$ cat config.mk
export PLATFORM = sky130hd
export DESIGN_NAME = mdpt_update_ctrl
export DESIGN_NICKNAME = d
export VERILOG_FILES = /design/src/rtl/mdpt_update_ctrl.sv
export SDC_FILE = /design/constraint.sdc
export NUM_CORES = 1
export LEC_CHECK = 0
export CAP_MARGIN = 20
export CORE_ASPECT_RATIO = 0.6
export CORE_MARGIN = 4
export CORE_UTILIZATION = 30
export CTS_BUF_LIST = sky130_fd_sc_hd__clkbuf_16
export DETAILED_ROUTE_END_ITERATION = 7
export MAX_ROUTING_LAYER = met4
export PLACE_DENSITY_LB_ADDON = 0.3
export SETUP_SLACK_MARGIN = 0.15
export SLEW_MARGIN = 5
export SYNTH_ARGS = -nofsm -noshare
export SYNTH_HDL_FRONTEND = slang
export SYNTH_SLANG_ARGS = --single-unit
export TNS_END_PERCENT = 20
$ cat constraint.sdc
create_clock -name CLK -period 15.35 [get_ports CLK]
set_input_delay 2.3025 -clock CLK [delete_from_list [all_inputs] [get_ports CLK]]
set_output_delay 2.3025 -clock CLK [all_outputs]
set_load 0.02 [all_outputs]
$ cat src/rtl/mdpt_update_ctrl.sv
// Update scheduler for the memory dependence prediction table: merges two request
// streams through a small FIFO onto the single mdpt write port and owns the clear sweep.
module mdpt_update_ctrl #(
  parameter int MDPT_ENTRIES    = 4096,
  parameter int MDPT_INFO_WIDTH = 8,
  parameter int ASID_WIDTH      = 9,
  parameter int FIFO_DEPTH      = 8
) (
  input  logic                       CLK,
  input  logic                       RST,
  input  logic                       req0_valid,
  output logic                       req0_ready,
  input  logic [31:0]                req0_start_full_PC,
  input  logic [ASID_WIDTH-1:0]      req0_ASID,
  input  logic [MDPT_INFO_WIDTH-1:0] req0_mdp_info,
  input  logic                       req1_valid,
  output logic                       req1_ready,
  input  logic [31:0]                req1_start_full_PC,
  input  logic [ASID_WIDTH-1:0]      req1_ASID,
  input  logic [MDPT_INFO_WIDTH-1:0] req1_mdp_info,
  input  logic                       clear_req,
  output logic                       sweep_busy,
  output logic                       sweep_done,
  output logic                       dep_update0_valid,
  output logic [31:0]                dep_update0_start_full_PC,
  output logic [ASID_WIDTH-1:0]      dep_update0_ASID,
  output logic [MDPT_INFO_WIDTH-1:0] dep_update0_mdp_info
);
  localparam int IDXW = $clog2(MDPT_ENTRIES);
  localparam int PW   = $clog2(FIFO_DEPTH);
  localparam int CW   = PW + 1;

  // Handshake: a request transfers on any cycle where valid & ready; the mdpt port has
  // no ready and takes every cycle dep_update0_valid is high. sweep_busy mirrors the FSM state.
  typedef enum logic {S_IDLE, S_SWEEP} state_t;

  state_t                     r_state, w_state_nxt;
  logic [IDXW-1:0]            r_sweep_ctr;
  logic                       r_sweep_done;
  logic [31:0]                r_pc   [FIFO_DEPTH];
  logic [ASID_WIDTH-1:0]      r_asid [FIFO_DEPTH];
  logic [MDPT_INFO_WIDTH-1:0] r_info [FIFO_DEPTH];
  logic [PW-1:0]              r_head, r_tail;
  logic [CW-1:0]              r_count;

  logic          w_acc0, w_acc1, w_deq, w_flush, w_sweep_last;
  logic [PW-1:0] w_tail1;

  // Readies look only at the registered count, never crediting a same-cycle dequeue.
  assign req0_ready   = !clear_req && (r_count <= CW'(FIFO_DEPTH - 1));
  assign req1_ready   = !clear_req && (r_count <= CW'(FIFO_DEPTH - 2));
  assign w_acc0       = req0_valid && req0_ready;
  assign w_acc1       = req1_valid && req1_ready;
  assign w_deq        = (r_state == S_IDLE) && (r_count != '0);
  assign w_flush      = (r_state == S_IDLE) && clear_req;
  assign w_tail1      = r_tail + {{(PW-1){1'b0}}, w_acc0};
  assign w_sweep_last = (r_sweep_ctr == IDXW'(MDPT_ENTRIES - 1));
  assign sweep_busy   = (r_state == S_SWEEP);
  assign sweep_done   = r_sweep_done;

  always_comb begin
    w_state_nxt = r_state;
    case (r_state)
      S_IDLE:  if (clear_req) w_state_nxt = S_SWEEP;
      S_SWEEP: if (w_sweep_last) w_state_nxt = S_IDLE;
      default: w_state_nxt = S_IDLE;
    endcase
  end

  always_comb begin
    dep_update0_valid         = 1'b0;
    dep_update0_start_full_PC = '0;
    dep_update0_ASID          = '0;
    dep_update0_mdp_info      = '0;
    case (r_state)
      S_IDLE: begin
        dep_update0_valid         = (r_count != '0);
        dep_update0_start_full_PC = r_pc[r_head];
        dep_update0_ASID          = r_asid[r_head];
        dep_update0_mdp_info      = r_info[r_head];
      end
      S_SWEEP: begin
        // With ASID 0 the mdpt index hash reduces to PC[12:1], so the counter walks every entry.
        dep_update0_valid         = 1'b1;
        dep_update0_start_full_PC = {{(31-IDXW){1'b0}}, r_sweep_ctr, 1'b0};
      end
      default: dep_update0_valid = 1'b0;
    endcase
  end

  always_ff @(posedge CLK or posedge RST) begin
    if (RST) begin
      r_state      <= S_IDLE;
      r_sweep_ctr  <= '0;
      r_sweep_done <= 1'b0;
    end else begin
      r_state      <= w_state_nxt;
      r_sweep_done <= (r_state == S_SWEEP) && w_sweep_last;
      if (r_state == S_SWEEP)
        r_sweep_ctr <= w_sweep_last ? '0 : r_sweep_ctr + {{(IDXW-1){1'b0}}, 1'b1};
      else
        r_sweep_ctr <= '0;
    end
  end

  always_ff @(posedge CLK or posedge RST) begin
    if (RST) begin
      r_head  <= '0;
      r_tail  <= '0;
      r_count <= '0;
      for (int i = 0; i < FIFO_DEPTH; i++) begin
        r_pc[i]   <= '0;
        r_asid[i] <= '0;
        r_info[i] <= '0;
      end
    end else begin
      if (w_acc0) begin
        r_pc[r_tail]   <= req0_start_full_PC;
        r_asid[r_tail] <= req0_ASID;
        r_info[r_tail] <= req0_mdp_info;
      end
      if (w_acc1) begin
        r_pc[w_tail1]   <= req1_start_full_PC;
        r_asid[w_tail1] <= req1_ASID;
        r_info[w_tail1] <= req1_mdp_info;
      end
      if (w_flush) begin
        r_head  <= '0;
        r_tail  <= '0;
        r_count <= '0;
      end else begin
        r_head  <= r_head + {{(PW-1){1'b0}}, w_deq};
        r_tail  <= w_tail1 + {{(PW-1){1'b0}}, w_acc1};
        r_count <= r_count + {{PW{1'b0}}, w_acc0} + {{PW{1'b0}}, w_acc1} - {{PW{1'b0}}, w_deq};
      end
    end
  end
endmodule

Yosys cells after proc, flatten, opt, wreduce, memory -nomap -nowiden
Index checks and enable logic that the tools add are counted.
{"block": "totals", "elab_cells": 105, "latchBits": 0, "mem_bits_rw": 0, "rom_bits": 0, "n_memories": 0, "reg_bits": 416, "inputBits": 103, "output_inout_bits": 54}
{"block": "classes", "add_sub_neg": 7, "muxes": 45, "n_div": 0, "bitwise_logic": 4, "reduce_logical": 11, "mul": 0, "shift": 0, "n_eq_ne": 1, "order_cmp": 7}
{"operator": "256-bit bitwise mux", "count": 2}
{"operator": "256-bit 2-to-1 mux", "count": 2}
{"operator": "32-bit demux with 3-bit select", "count": 2}
{"operator": "72-bit bitwise mux", "count": 2}
{"operator": "72-bit 2-to-1 mux", "count": 2}
{"operator": "64-bit bitwise mux", "count": 2}
{"operator": "32-bit 2-to-1 mux", "count": 4}
{"operator": "64-bit 2-to-1 mux", "count": 2}
{"operator": "32-bit binary-select mux with 3-bit select", "count": 1}
{"operator": "32-bit case mux with 2 select lines", "count": 1}
{"operator": "9-bit demux with 3-bit select", "count": 2}
{"operator": "8-bit demux with 3-bit select", "count": 2}
{"operator": "9-bit 2-to-1 mux", "count": 5}
{"operator": "8-bit 2-to-1 mux", "count": 5}
{"operator": "9-bit binary-select mux with 3-bit select", "count": 1}
{"operator": "8-bit binary-select mux with 3-bit select", "count": 1}
{"operator": "12-bit 2-to-1 mux", "count": 2}
{"operator": "12-bit by 1-bit adder with 12-bit output, second input constant", "count": 1}
{"operator": "12-bit equality test, second input constant", "count": 1}
{"operator": "4-bit greater-or-equal comparator, second input constant", "count": 3}
{"operator": "3-bit NOT with 4-bit output", "count": 3}
{"operator": "3-bit by 1-bit adder with 3-bit output", "count": 3}
{"operator": "1-bit logical AND", "count": 9}
{"operator": "4-bit by 1-bit adder with 4-bit output", "count": 2}
{"operator": "10 further kinds", "count": 15}

Depth between registers and ports, before layout
{"block": "logic_depth", "depth_word": 11, "mapped_depth": 16, "depth_no_buf": 13}

Least setup slack after synthesis
No wires, ideal clock.
{"block": "synth_timing", "path_type": "input -> output", "start": "in clear_req", "end": "out req0_ready", "n_path_buf": 1, "arrival_time_ps": 2811, "path_stages": 2, "required_ps": 13048, "slack_ps": 10237, "path_cell_list": "buf_4 -> a21oi_1"}
{"block": "synth_via", "elab_chain_len": 2}
{"element": "start, declared", "line": "21", "rtl": "input logic clear_req,"}
{"element": "1-bit logical NOT", "line": "50", "rtl": "assign req0_ready = !clear_req && (r_count <= CW'(FIFO_DEPTH - 1));"}
{"element": "1-bit logical AND", "line": "50"}
{"element": "end, declared", "line": "12", "rtl": "output logic req0_ready,"}
Every way passes these cells.

Final worst setup path
Same ends and word-level chain as after synthesis.

==> impl_metrics.csv <==
group,metric,value,unit
power_and_ir_drop,power.share.sequential,0.452,
placed_design,port-buffer-count,156,
power_and_ir_drop,p_int,0.00280,W
die,die_area,80200,sq um
timing,finalSetupTns,0,ns
synthesis,synth_ff_type,"dfrtp_1",
timing,max_freq,0.156,GHz
grt,first_global_vias,18400,
job,drv_cap,0,
critical_path,reg2reg_setup_slack,10.61,ns
drt,route.detailed.drc,0,
placed_design,gp_congestion,0.794,
clocking,numCtsBuffers,45,
drt,ant_nets,0,
clocking,cts.sinks,416,
clocking,htreeDepth,2,
synthesis,synth_top_area_cell,"dfrtp_1",
clocking,cts-hold-fix-buffers,0,
clocking,cts.clk_slew.worst_paths,0.06,ns
timing,slew_headroom,0.293,
synthesis,synth_seq_cells,416,
critical_path,r2r_end,"r_pc[202]$_DFF_PP0_",
timing,fin_hold_ws,0.536,ns
critical_path,timing.rr.start,"r_count[3]$_DFF_PP0_",
finish,drive_gt1_frac,0.0874,
critical_path,worst_setup_path_start_kind,"input port",
timing,final.min_clock_period,6.43,ns
critical_path,path_cells,"clkdlybuf4s50_1, buf_4, a21oi_1, clkdlybuf4s50_1",
clocking,post_cts_resized,0,
die,ioPinCount,157,
clocking,clockBufferDepth,3,
synthesis,synth_top_cell_area_share,0.459,
timing,setup_ws,8.92,ns
drt,vias,19300,
synthesis,synthTopCellsByArea,"dfrtp_1 46%, nand2_1 13%, a31oi_1 11%, mux4_2 9.7%, nor2_1 7.5%",
die,fp.coreArea,74300,sq um
synthesis,synth_area,22700,sq um
critical_path,reg2reg_depth,12,
finish,seq_area,10400,sq um
critical_path,end_kind,"output pin",
die,die_y,221,um
synthesis,ys_types,43,
timing,clock_skew,0.0212,ns
synthesis,syn_inst,2623,
die,die_x,363,um
critical_path,setup.worst_path.class,"input port to output pin",
drt,wl,80.5,mm
power_and_ir_drop,combPwrFrac,0.295,
drt,route.top_layer_used,"met4",
power_and_ir_drop,ir_worst_vdd,81.9,uV
timing,rsz0062_at_grt,"no",
finish,syn2layout_area_growth,14.4,%
grt,grt_use_total,0.203,
synthesis,syn-num-nets,2740,
finish,multi_input_area,10900,sq um
timing,setup_viol,0,
synthesis,synth_edf_count,0,
die,floorplan.initialDensity,0.305,
critical_path,crit_path_start,"clear_req",
critical_path,critPathCapture,"req0_ready",
drt,drt_iter0_drc,2015,
timing,hold_viol,0,
outcome,status,"finished clean",
finish,stdcell_area,25900,sq um
timing,worst_pin_slew,1.06,ns
drt,wire_per_inst,22.3,um
drt,drtPass1Iterations,6,
synthesis,synth-seq-area-share,0.459,
finish,num-fill-cells,7443,
clocking,ctsRootBufferMaster,"clkbuf_16",
power_and_ir_drop,netSwitchingFraction,0.339,
finish,final_nets,2679,
grt,grt_pass1_wl,122,mm
timing,period_share,0.419,
critical_path,cpMaxStageDelayCell,"clkdlybuf4s50_1",
drt,dr_wl_met3,7.72,mm
timing,final_max_slew_viol_count,0,
critical_path,crit_top_cell,"clkdlybuf4s50_1",
power_and_ir_drop,pwr-share-clk,0.253,
critical_path,cp_slowest_stage_delay,0.71,ns
grt,grt_overflow_total,0,
power_and_ir_drop,p_leak,10.9,nW
clocking,clock_latency,0.59,ns
synthesis,async_reset_ff_frac,1.00,
clocking,cts_tree,"done",
critical_path,worstPathRequired,13.05,ns
min_path,min_from,"r_pc[95]$_DFF_PP0_",
min_path,holdCritPathClass,"register to register",
critical_path,cp_max_fo,18,
placed_design,post-dp-hpwl,47.1,mm
grt,antenna_found_initial,19,
critical_path,arrival,4.13,ns
min_path,holdPathStages,2,
critical_path,path_buf_inv,3,
die,num_rows,77,
drt,met2_length,33.5,mm
critical_path,cp.depth,4,
power_and_ir_drop,switchingPower,0.00144,W
synthesis,yosysWarnings,0,
critical_path,cp_top_family,"buffers and inverters",
grt,grt_start_max_net_pins,113,
drt,wl_met1,37.9,mm
placed_design,dp_slack,8.97,ns
power_and_ir_drop,power_density,164,nW/um^2
placed_design,dpl_cell_area,24500,sq um
clocking,post-cts-setup-buffer-count,0,
synthesis,syn_avg_cell_area,8.64,sq um
drt,via_per_inst,5.36,
## Yosys cell counts (2+ instances only)
| cell | n |
|---|---|
| nand2_1 | 791 |
| nor2_1 | 452 |
| dfrtp_1 | 416 |
| a31oi_1 | 392 |
| buf_2 | 109 |
| clkbuf_1 | 104 |
| mux4_2 | 98 |
| clkbuf_2 | 59 |
| mux2i_1 | 37 |
| inv_1 | 21 |
| buf_4 | 20 |
| ha_1 | 12 |
| xnor2_1 | 11 |
| buf_1 | 10 |
| a222oi_1 | 9 |
| nor2b_1 | 8 |
| nand3_1 | 7 |
| o211ai_1 | 6 |
| nand4_1 | 5 |
| nand4_2 | 4 |
| nor4b_2 | 4 |
| o211a_1 | 4 |
| o211a_2 | 4 |
| xor2_1 | 4 |
| a21oi_1 | 3 |
| a22oi_1 | 3 |
| and3_1 | 3 |
| and4bb_1 | 3 |
| nor3_1 | 3 |
| o21ai_0 | 3 |
| and4b_1 | 2 |
| and4bb_2 | 2 |
| fa_1 | 2 |
| nor4_1 | 2 |
| o211ai_2 | 2 |
## kinds of logic after synthesis
family	Yosys count	synth area share
AO/OA/AOI/OAI	429	0.122
XOR/XNOR	16	0.00701
adder cells (fa/ha/maj)	14	0.00839
buffers and inverters	324	0.0662
flip-flops	416	0.459
multiplexers	135	0.114
AND/OR/NAND/NOR	1289	0.223
## final cells by class
cell class | instances | area share
Clock inverter | 34 | 0.00864
Sequential cell | 416 | 0.402
Tap cell | 987 | 0.0476
Clock buffer | 47 | 0.0454
Antenna cell | 19 | 0.00183
Timing Repair Buffer | 194 | 0.0720
Inverter | 22 | 0.00347
Multi-Input combinational cell | 1883 | 0.419
## sequential cells by signal, summed over array words and instances, names as in the netlist
signal	cells
r_asid	72
r_info	64
sweep_done	1
r_pc	256
r_sweep_ctr	12
r_head	3
r_count	4
sweep_busy	1
r_tail	3
## power by group through the flow
| stage | Clock, W | Sequential, W | Combinational (W) |
|---|---|---|---|
| 2_1_floorplan | 0 | 0.00181 | 0.000982 |
| 3_3_place_gp | 0 | 0.00192 | 0.00122 |
| 3_5_place_dp | 0 | 0.00191 | 0.00126 |
| 4_1_cts | 0.00109 | 0.00191 | 0.00125 |
| 5_1_grt | 0.00113 | 0.00197 | 0.00141 |
| 6_report | 0.00107 | 0.00192 | 0.00125 |
## worst min-delay path: stages, from the launching register on
cell and delay, ns:
dfrtp_1 0.38, nand2_1 0.06, a31oi_1 0.06
## how the worst min path moves through the flow
stage                          endpoint
2_1_floorplan  r_sweep_ctr[0]$_DFF_PP0_
3_3_place_gp        r_pc[191]$_DFF_PP0_
3_5_place_dp         r_pc[63]$_DFF_PP0_
4_1_cts              r_pc[63]$_DFF_PP0_
5_1_grt             r_pc[223]$_DFF_PP0_
6_report             r_pc[95]$_DFF_PP0_
## per-stage QoR
| stage | power [W] | instances | utilization |
|---|---|---|---|
| floorplan | 0.00280 | 2623 | - |
| CTS | 0.00424 | 3582 | 0.348 |
| global placement | 0.00314 | 3501 | 0.329 |
| finish | 0.00424 | 3602 | 0.349 |
| detailed placement | 0.00317 | 3501 | 0.329 |
| global route | 0.00451 | 3602 | 0.349 |
## cell usage in the layout, fill, tap and decap left out, types with 11 or more instances in the layout
cell,Yosys,final
clkbuf_16,0,47
inv_1,21,28
xnor2_1,11,11
mux2i_1,37,37
diode_2,0,19
clkinv_1,0,12
a31oi_1,392,392
nor2_1,452,452
mux4_2,98,98
dfrtp_1,416,412
nand2_1,791,791
ha_1,12,12
buf_4,20,37
clkdlybuf4s50_1,0,156
## metal layers
metal | up-vias | track usage
li1 | 8814 | -
met1 | 9536 | 0.305
met5 | - | -
met4 | 0 | 0.0433
met3 | 92 | 0.0435
met2 | 848 | 0.278
Note: power is estimated with default switching activity, not from simulation.
